==> src/rtl/serial_twos_comp_mc_if.sv <==
// Framing, data and result signals shared between a serial source and the
// multi-lane two's-complement unit.
interface serial_twos_comp_mc_if #(
  parameter int NUM_CH = 4
);
  logic              start;
  logic              in_valid;
  logic [1:0]        mode;
  logic [NUM_CH-1:0] x;
  logic [NUM_CH-1:0] z;
  logic              out_valid;
  logic              out_last;
  logic [NUM_CH-1:0] ovf;

  modport master (
    output start, in_valid, mode, x,
    input  z, out_valid, out_last, ovf
  );

  modport slave (
    input  start, in_valid, mode, x,
    output z, out_valid, out_last, ovf
  );
endinterface

==> src/rtl/serial_twos_comp_mc.sv <==
// Multi-lane bit-serial unit: buffers one LSB-first word per lane, then
// re-emits it as pass, negate or absolute value with per-lane overflow.
module serial_twos_comp_mc #(
  parameter int WORD_W = 8,
  parameter int NUM_CH = 4
) (
  input logic                   clk,
  input logic                   rst,
  serial_twos_comp_mc_if.slave  bus
);
  localparam int IW = $clog2(WORD_W);
  localparam int CW = IW + 1;
  localparam logic [WORD_W-1:0] MIN_WORD = {1'b1, {(WORD_W-1){1'b0}}};

  typedef enum logic {IN_IDLE,  IN_COLLECT} inState_e;
  typedef enum logic {OUT_IDLE, OUT_EMIT}   outState_e;

  inState_e  inState_q,  inState_d;
  outState_e outState_q, outState_d;

  logic [CW-1:0]                   cnt_q, cnt_d;
  logic [1:0]                      mode_q, mode_d;
  logic [NUM_CH-1:0][WORD_W-1:0]   wordBuf_q, wordBuf_d;
  logic                            load;

  logic [CW-1:0]                   ecnt_q, ecnt_d;
  logic [NUM_CH-1:0][WORD_W-1:0]   sreg_q, sreg_d;
  logic [NUM_CH-1:0]               neg_q, neg_d;
  logic [NUM_CH-1:0]               seen_q, seen_d;
  logic [NUM_CH-1:0]               isMin_q, isMin_d;

  logic [NUM_CH-1:0]               z_q, z_d;
  logic                            outValid_q, outValid_d;
  logic                            outLast_q, outLast_d;
  logic [NUM_CH-1:0]               ovf_q, ovf_d;

  // A start with valid data always restarts at bit 0, even mid-word.
  always_comb begin
    inState_d = inState_q;
    cnt_d     = cnt_q;
    mode_d    = mode_q;
    wordBuf_d = wordBuf_q;
    load      = 1'b0;
    if (bus.in_valid) begin
      if (bus.start) begin
        inState_d = IN_COLLECT;
        mode_d    = bus.mode;
        cnt_d     = CW'(1);
        for (int i = 0; i < NUM_CH; i++) wordBuf_d[i][0] = bus.x[i];
      end else if (inState_q == IN_COLLECT) begin
        for (int i = 0; i < NUM_CH; i++) wordBuf_d[i][cnt_q[IW-1:0]] = bus.x[i];
        if (cnt_q == CW'(WORD_W - 1)) begin
          load      = 1'b1;
          cnt_d     = '0;
          inState_d = IN_IDLE;
        end else begin
          cnt_d = cnt_q + CW'(1);
        end
      end
    end
  end

  // Copy bits up to and including the first 1, invert the rest when negating.
  always_comb begin
    outState_d = outState_q;
    ecnt_d     = ecnt_q;
    sreg_d     = sreg_q;
    neg_d      = neg_q;
    seen_d     = seen_q;
    isMin_d    = isMin_q;
    z_d        = '0;
    outValid_d = 1'b0;
    outLast_d  = 1'b0;
    ovf_d      = '0;
    if (outState_q == OUT_EMIT) begin
      outValid_d = 1'b1;
      for (int i = 0; i < NUM_CH; i++) begin
        z_d[i]    = sreg_q[i][0] ^ (neg_q[i] & seen_q[i]);
        seen_d[i] = seen_q[i] | sreg_q[i][0];
        sreg_d[i] = sreg_q[i] >> 1;
      end
      if (ecnt_q == CW'(WORD_W - 1)) begin
        outLast_d  = 1'b1;
        ovf_d      = neg_q & isMin_q;
        outState_d = OUT_IDLE;
        ecnt_d     = '0;
      end else begin
        ecnt_d = ecnt_q + CW'(1);
      end
    end
    if (load) begin
      outState_d = OUT_EMIT;
      ecnt_d     = '0;
      for (int i = 0; i < NUM_CH; i++) begin
        sreg_d[i]  = wordBuf_d[i];
        neg_d[i]   = (mode_q == 2'b01) | ((mode_q == 2'b10) & wordBuf_d[i][WORD_W-1]);
        seen_d[i]  = 1'b0;
        isMin_d[i] = (wordBuf_d[i] == MIN_WORD);
      end
    end
  end

  always_ff @(posedge clk) begin
    if (rst) begin
      inState_q  <= IN_IDLE;
      outState_q <= OUT_IDLE;
      cnt_q      <= '0;
      mode_q     <= '0;
      wordBuf_q  <= '0;
      ecnt_q     <= '0;
      sreg_q     <= '0;
      neg_q      <= '0;
      seen_q     <= '0;
      isMin_q    <= '0;
      z_q        <= '0;
      outValid_q <= 1'b0;
      outLast_q  <= 1'b0;
      ovf_q      <= '0;
    end else begin
      inState_q  <= inState_d;
      outState_q <= outState_d;
      cnt_q      <= cnt_d;
      mode_q     <= mode_d;
      wordBuf_q  <= wordBuf_d;
      ecnt_q     <= ecnt_d;
      sreg_q     <= sreg_d;
      neg_q      <= neg_d;
      seen_q     <= seen_d;
      isMin_q    <= isMin_d;
      z_q        <= z_d;
      outValid_q <= outValid_d;
      outLast_q  <= outLast_d;
      ovf_q      <= ovf_d;
    end
  end

  assign bus.z         = z_q;
  assign bus.out_valid = outValid_q;
  assign bus.out_last  = outLast_q;
  assign bus.ovf       = ovf_q;
endmodule
==> src/flat_wrapper.sv <==
// flat-port wrapper written by rule: the top's interface ports become plain ports
module serial_twos_comp_mc_flat 
#(
  parameter int WORD_W = 8,
  parameter int NUM_CH = 4
)
  (clk, rst, bus_start, bus_in_valid, bus_mode, bus_x, bus_z, bus_out_valid, bus_out_last, bus_ovf);
  serial_twos_comp_mc_if #(.NUM_CH(NUM_CH)) bus_i ();
  input logic clk;
  input logic rst;
  input wire logic [$bits(bus_i.start)-1:0] bus_start;
  input wire logic [$bits(bus_i.in_valid)-1:0] bus_in_valid;
  input wire logic [$bits(bus_i.mode)-1:0] bus_mode;
  input wire logic [$bits(bus_i.x)-1:0] bus_x;
  output wire logic [$bits(bus_i.z)-1:0] bus_z;
  output wire logic [$bits(bus_i.out_valid)-1:0] bus_out_valid;
  output wire logic [$bits(bus_i.out_last)-1:0] bus_out_last;
  output wire logic [$bits(bus_i.ovf)-1:0] bus_ovf;
  assign bus_i.start = bus_start;
  assign bus_i.in_valid = bus_in_valid;
  assign bus_i.mode = bus_mode;
  assign bus_i.x = bus_x;
  assign bus_z = bus_i.z;
  assign bus_out_valid = bus_i.out_valid;
  assign bus_out_last = bus_i.out_last;
  assign bus_ovf = bus_i.ovf;
  serial_twos_comp_mc #(.WORD_W(WORD_W), .NUM_CH(NUM_CH)) u_core (.clk(clk), .rst(rst), .bus(bus_i));
endmodule
==> config.mk <==
export PLATFORM = sky130hd
export DESIGN_NAME = serial_twos_comp_mc_flat
export DESIGN_NICKNAME = d
export VERILOG_FILES = /design/src/rtl/serial_twos_comp_mc_if.sv /design/src/rtl/serial_twos_comp_mc.sv /design/src/flat_wrapper.sv
export SDC_FILE = /design/constraint.sdc
export NUM_CORES = 1
export LEC_CHECK = 0
export CORE_MARGIN = 2
export CORE_UTILIZATION = 49
export DETAILED_ROUTE_END_ITERATION = 12
export PLACE_DENSITY = 0.67
export REMOVE_ABC_BUFFERS = 1
export SKIP_LAST_GASP = 1
export SYNTH_ARGS = -nofsm -noshare
export SYNTH_HDL_FRONTEND = slang
export SYNTH_SLANG_ARGS = --single-unit
==> constraint.sdc <==
create_clock -name clk -period 2.3 [get_ports clk]
set_clock_uncertainty 0.2 [all_clocks]
set_input_delay 0.46 -clock clk [delete_from_list [all_inputs] [get_ports clk]]
set_output_delay 0.46 -clock clk [all_outputs]
set_load 0.01 [all_outputs]
==> out/qor.txt, run 1 <==
================================================================================
Destination of the worst register-to-register timing path           u_core.sreg_q[28]
Avg Cell Area, Syn                                                      9.29 um2
Placer Congestion                                                          0.896
Root Buffer                                                         sky130_fd_sc_hd__clkbuf_8
TritonCTS clock tree                                                       built
Per-cell via count in the routed design                                     5.47
CP max stage cell                                                   sky130_fd_sc_hd__clkdlybuf4s50_1
Final net count                                                              520
Drt drc                                                                        0
Crit path buffers/inverters                                                    2
Netlist cell types                                                            50
TritonRoute pass-1 iters                                                       5
Terminating pin of the worst hold path                              u_core.sreg_q[24]
Share of synthesized area occupied by flip-flops and latches               45.9%
Critical path type                                                     in -> reg
Status                                                              complete, no violations
Startpoint of the worst register-to-register path                   u_core.inState_q
Maximum number of pins on one net before global-route repair                  66
CTS Buf Count                                                                  9
Final Hold Vio Count                                                           0
Mean routed wirelength per cell                                          14.9 um
Insertion delay to the later sink of the worst-skew pair                  360 ps
Vias post-DR                                                               3,396
Number of antenna violations at the first check in global routing              1
Growth of design area from synthesis to finish                             17.9%
Half-perimeter wire length after placement                               6.60 mm
Worst relative slew slack                                                  59.7%
Kind of end point of the critical path                                  register
Core Util, Final                                                           58.6%
Cells after Synth                                                            460
Full die area                                                           9490 um2
I/O pin count                                                                 20
Synth warn                                                                     0
Worst-margin pin slew                                                     604 ps
Iteration-0 DRC count of the detailed router                                 198
Minimum period implied by the final worst setup slack                    2200 ps
Classification of the worst-slack hold path                            in -> reg
Post-CTS setup buffer count                                                    0
Global-route total usage across every layer                                20.4%
Fraction of layout instances using a drive strength above 1                18.8%
Via count of the first global-routing pass                                 3,118
Die outline height                                                       97.4 um
Unrepaired setup endpoints after global routing                            false
Post-route fraction of the period consumed by the critical path            95.9%
Top library cells by usage in the layout, fill and taps aside       97 x sky130_fd_sc_hd__dfxtp_1, 56 x sky130_fd_sc_hd__nor2_1, 52 x sky130_fd_sc_hd__buf_4, 50 x sky130_fd_sc_hd__a211oi_1, 35 x sky130_fd_sc_hd__nor2b_1
Required time reported for the critical path endpoint                    2320 ps
Initial Utilization                                                        49.7%
Top cell family by delay on the critical path                       simple AND/OR/NAND/NOR gates
Clk sinks                                                                     98
Number of synthesized flops with an enable pin                                 0
Peak per-stage delay on the critical path                                 570 ps
Power per cell area                                                   585 nW/um2
Endpoint arrival time on the critical path                               2220 ps
Number of buffers on the longest clock path                                    2
Worst reg2reg setup slack                                                 180 ps
Number of endpoints failing setup at the final stage                           0
Flip-flop cell with the highest count after synthesis               sky130_fd_sc_hd__dfxtp_1
Register bit count reported by yosys                                          98
Global-route wire length before repair                                   15.6 mm
Number of levels the H-tree was split into                                     3
Startpoint of the lowest-slack hold path                                     rst
Max-cap violation count                                                        0
Maximum clock rate                                                       454 MHz
Overflow left after global routing                                             0
Port buffer count                                                             19
Cell leakage power                                                       1.95 nW
Finished Cell Area                                                      5040 um2
Asr flop ratio synth                                                          0%
Most common cell after layout, fill and taps aside                  sky130_fd_sc_hd__dfxtp_1
Slew Limit Fails                                                               0
Clock transition at the registers of the reported paths                    90 ps
Cell area after technology mapping                                      4270 um2
Core area                                                               8590 um2
DRT antenna net count                                                          0
FP Rows                                                                       34
Cell-by-cell listing of the critical path                           clkdlybuf4s50_1 > nand4b_2 > or3_4 > nand2_1 > a21boi_0 > buf_4 > a211oi_1
Highest net fanout along the worst path                                        6
Post-CTS Hold Buffers                                                          0
Max IR drop VDD                                                           289 uV
Horizontal die dimension                                                 97.4 um
DRT Wirelength                                                           9.27 mm
Number of cells on the worst hold path                                         2
Depth of the worst register-to-register path                                   6
DP Area                                                                 4840 um2
Sort of element at the start of the critical path                      input pin
================================================================================
==> report_power, final <==
group          switching [mW]  total, mW  leakage (nW)  internal [mW]
clock                   0.600       1.10        0.0917          0.501
sequential            0.00805       1.71         0.791           1.70
combinational          0.0776      0.136          1.07         0.0579
==> cell usage after synthesis, drive strengths merged (2+ instances only) <==
master,n,share of area (%)
a21oi,29,3.4
o32ai,4,0.82
o31ai,3,0.76
buf,17,3.0
nor2,58,5.3
inv,3,0.26
mux2,5,1.3
nand2,32,2.9
nand4,5,0.73
o211ai,3,0.53
clkbuf,20,1.8
ha,2,0.59
nor2b,35,5.1
nor3,8,0.94
nand3,3,0.64
nor3b,4,0.70
or3,2,0.41
nand2b,7,1.0
a211oi,56,11
mux2i,23,5.4
a21boi,7,1.2
xor2,5,1.0
a22oi,3,0.53
dfxtp,98,46
o21ai,12,1.5
and3,4,0.59
==> worst reg2reg max path, stage by stage, from the launching register on <==
cell	delay, ps
sky130_fd_sc_hd__dfxtp_1	550
sky130_fd_sc_hd__nand4b_2	280
sky130_fd_sc_hd__or3_4	420
sky130_fd_sc_hd__nand2_1	100
sky130_fd_sc_hd__a21boi_0	200
sky130_fd_sc_hd__buf_4	150
sky130_fd_sc_hd__a211oi_1	60
==> what timing repair did <==
| item | in CTS | in global routing |
|---|---|---|
| hold endpoints to repair | 0 | 0 |
| setup endpoints to repair | 0 | 11 |
| resized for setup | 0 | 2 |
==> metal layers <==
layer,track usage (%),wire length (um),up-vias
met5,0,0,-
met4,7.80,145,0
met3,3.24,410,16
met2,32.0,4210,73
met1,28.3,4500,1564
li1,-,-,1743
==> state kept, by name, summed over array words and instances, names as in the netlist, 2 cells and up <==
signal	count
u_core.sreg_q	32
u_core.wordBuf_q	32
u_core.bus.ovf	4
u_core.bus.z	4
u_core.cnt_q	4
u_core.ecnt_q	4
u_core.isMin_q	4
u_core.neg_q	4
u_core.seen_q	4
u_core.mode_q	2
==> layout make-up <==
| cell class | count | area [um2] |
|---|---|---|
| Antenna cell | 1 | 2.50 |
| Clock buffer | 9 | 124 |
| Clock inverter | 6 | 67.6 |
| Fill cell | 761 | 3550 |
| Inverter | 3 | 11.3 |
| Multi-Input combinational cell | 322 | 2100 |
| Sequential cell | 98 | 1960 |
| Tap cell | 108 | 135 |
| Timing Repair Buffer | 74 | 636 |
==> cell families (layout without fill, tap and decap cells) <==
group | count (synthesis) | count (layout) | synth area share, %
AOI/OAI and AO/OA | 120 | 120 | 19.9
xor gates and xnor gates | 5 | 5 | 1.02
other | 0 | 1 | 0
buffers and inverters | 40 | 92 | 5.03
adders and majority gates | 2 | 2 | 0.585
DFF | 98 | 98 | 45.9
muxes | 28 | 28 | 6.70
and+or+nand+nor | 167 | 167 | 20.8
==> how the worst max path moves through the flow <==
stage	startpoint	to	cells after the start
2_1_floorplan	u_core.cnt_q[1]	u_core.neg_q[0]	6
3_3_place_gp	bus_in_valid	u_core.sreg_q[5]	8
3_5_place_dp	bus_in_valid	u_core.sreg_q[21]	7
4_1_cts	bus_in_valid	u_core.sreg_q[12]	7
5_1_grt	bus_in_valid	u_core.sreg_q[22]	7
6_report	bus_in_valid	u_core.sreg_q[28]	7
==> through the flow <==
| step | setup TNS [ps] | instances | power (mW) | hold slack, ps | worst slack, ps |
|---|---|---|---|---|---|
| 6_report | 0 | 621 | 2.95 | 217 | 95.4 |
| 5_1_grt | 0 | 620 | 3.06 | 202 | 9.14 |
| 4_1_cts | 0 | 620 | 2.97 | 192 | 107 |
| 3_5_place_dp | -11820 | 605 | 1.89 | 257 | -271 |
| 3_3_place_gp | -8950 | 605 | 1.89 | 248 | -242 |
| 2_1_floorplan | -28790 | 423 | 1.80 | 217 | -1080 |
No activity file was read; power rests on OpenSTA's default activity.
==> run 2: changes to the inputs <==
==> constraint.sdc (replaced) <==
create_clock -name clk -period 2.45 [get_ports clk]
set_clock_uncertainty 0.2 [all_clocks]
set_input_delay 0.49 -clock clk [delete_from_list [all_inputs] [get_ports clk]]
set_output_delay 0.49 -clock clk [all_outputs]
set_load 0.01 [all_outputs]
==> run 2 against run 1 <==
Compared with the run above: sequential share of layout area is 0.15 points lower; routed wire length is 4.4% higher; register-to-register slack better by 150 ps; final area is 0.45% higher; global-route usage is 0.91 points higher; hold slack worse by 21 ps; via count is 0.80% lower; clock power is 7% higher; die area stayed put; power is 1.1% lower; worst setup slack better by 120 ps.
==> out/qor.txt, run 2 (synthesis gave the netlist of run 1 again) <==
====================================================================================
Minimum period implied by the final worst setup slack                        2230 ps
Required time reported for the critical path endpoint                        2540 ps
Half-perimeter wire length after placement                                   6.81 mm
Die outline height                                                           97.4 um
Full die area                                                               9490 um2
Mean routed wirelength per cell                                              15.5 um
Port buffer count                                                                 19
FP Rows                                                                           34
Clock transition at the registers of the reported paths                        90 ps
Clk sinks                                                                         98
Per-cell via count in the routed design                                         5.42
Number of buffers on the longest clock path                                        2
Number of levels the H-tree was split into                                         3
Number of endpoints failing setup at the final stage                               0
Final Hold Vio Count                                                               0
Number of antenna violations at the first check in global routing                  1
Final Instance Count excl. Fillers                                               622
Vias post-DR                                                                   3,369
Maximum number of pins on one net before global-route repair                      54
Power per cell area                                                       576 nW/um2
Via count of the first global-routing pass                                     3,282
Post-CTS Hold Buffers                                                              0
Peak per-stage delay on the critical path                                     460 ps
DRT antenna net count                                                              0
Maximum clock rate                                                           448 MHz
Largest registers                                                       u_core.sreg_q: 32 flops, u_core.wordBuf_q: 32 flops
Endpoint arrival time on the critical path                                   2320 ps
Root Buffer                                                             sky130_fd_sc_hd__clkbuf_8
Initial Utilization                                                            49.7%
Most common cell after layout, fill and taps aside                      sky130_fd_sc_hd__dfxtp_1
Global-route total usage across every layer                                    21.3%
Status                                                                  complete, no violations
Critical path type                                                         in -> reg
TritonCTS clock tree                                                           built
Cell-by-cell listing of the critical path                               clkdlybuf4s50_1 > and4bb_4 > nand2b_1 > buf_4 > a22oi_1 > nand4_1 > o31ai_2
Worst-margin pin slew                                                         603 ps
I/O pin count                                                                     20
Total power after layout                                                     2.92 mW
Top cell family by delay on the critical path                           simple AND/OR/NAND/NOR gates
Fraction of layout instances using a drive strength above 1                    18.9%
Count of filler cells inserted in the layout                                     780
Depth of the worst register-to-register path                                       6
Cell leakage power                                                           1.97 nW
TritonRoute pass-1 iters                                                           4
Drt drc                                                                            0
DRT Wirelength                                                               9.67 mm
Sort of element at the start of the critical path                          input pin
Crit path buffers/inverters                                                        2
Global-route wire length before repair                                       16.4 mm
Kind of end point of the critical path                                      register
Post-route fraction of the period consumed by the critical path                91.2%
Top library cells by usage in the layout, fill and taps aside           96 x sky130_fd_sc_hd__dfxtp_1, 56 x sky130_fd_sc_hd__nor2_1, 53 x sky130_fd_sc_hd__buf_4, 50 x sky130_fd_sc_hd__a211oi_1, 35 x sky130_fd_sc_hd__nor2b_1
Slew Limit Fails                                                                   0
Worst relative slew slack                                                      59.4%
Max-cap violation count                                                            0
Classification of the worst-slack hold path                                in -> reg
Highest net fanout along the worst path                                            4
Growth of design area from synthesis to finish                                 18.4%
Total instance count after detailed placement                                    605
Placer Congestion                                                              0.850
Insertion delay to the later sink of the worst-skew pair                      370 ps
Number of cells on the worst hold path                                             2
Overflow left after global routing                                                 0
Depth of the critical timing path with buffers and inverters included              7
Max IR drop VDD                                                               345 uV
CP max stage cell                                                       sky130_fd_sc_hd__clkdlybuf4s50_1
Final net count                                                                  520
Core area                                                                   8590 um2
Horizontal die dimension                                                     97.4 um
Unrepaired setup endpoints after global routing                                false
CTS Buf Count                                                                      9
Iteration-0 DRC count of the detailed router                                     181
====================================================================================
## run 2: cell types whose count changed in the layout (fill, tap and decap cells not counted), sizes merged
cell / change
clkbuf: +2
bufinv: +1
clkinv: -1
clkinvlp: -1
## run 2: repair_timing
action,4_1_cts,5_1_grt
setup endpoints to repair,0,1
resized for setup,0,1
endpoints found under the hold margin,0,0
buffers inserted,0,0
## run 2: final cells by class
type,count,area [um2],share of cell area [%]
multi-input combinational,322,2100,41.5
sequential,98,1960,38.8
timing repair buffer,74,623,12.3
clock buffer,11,141,2.79
tap,108,135,2.67
clock inverter,5,85.1,1.68
inverter,3,11.3,0.222
antenna,1,2.50,0.0494
## run 2: final timing paths
path	startpoint	to	slack (ps)
hold reg to reg	u_core.isMin_q[3]	u_core.isMin_q[3]	260
hold / removal	rst	u_core.neg_q[0]	200
setup / recovery	bus_start	u_core.isMin_q[2]	220
setup reg to reg	u_core.cnt_q[0]	u_core.sreg_q[4]	330
## run 2: where the power goes
part / total, mW / switching, mW / internal (mW) / leakage [nW]
logic: 0.125 / 0.0730 / 0.0524 / 1.07
clock network: 1.18 / 0.572 / 0.609 / 0.110
registers: 1.61 / 0.00898 / 1.60 / 0.791
## run 2: metal layers
metal | vias to the layer above | track usage (%) | share of wire [%]
met5 | - | 0 | 0
met4 | 0 | 9.08 | 2.1
met3 | 16 | 3.60 | 3.9
met2 | 57 | 32.0 | 44
met1 | 1563 | 30.3 | 50
li1 | 1733 | - | -
## run 2: worst reg2reg max path, cell delays in order, from the launching register on
cell	delay (ps)
sky130_fd_sc_hd__dfxtp_2	480
sky130_fd_sc_hd__ha_1	270
sky130_fd_sc_hd__nor2b_1	240
sky130_fd_sc_hd__and2_2	260
sky130_fd_sc_hd__buf_12	230
sky130_fd_sc_hd__a211oi_1	120
sky130_fd_sc_hd__a211oi_1	240
## run 2: through the flow
step                      utilization (%)  instance area, um2  setup TNS, ps  hold slack (ps)  worst slack [ps]
after global routing                 58.9                5060              0              196              88.8
final                                58.9                5060              0              197               217
after global placement               56.2                4830          -1140              247             -93.2
after floorplan                         -                4070         -22430              217              -927
after detailed placement             56.2                4830          -2700              252              -160
after CTS                            58.9                5060              0              192               154
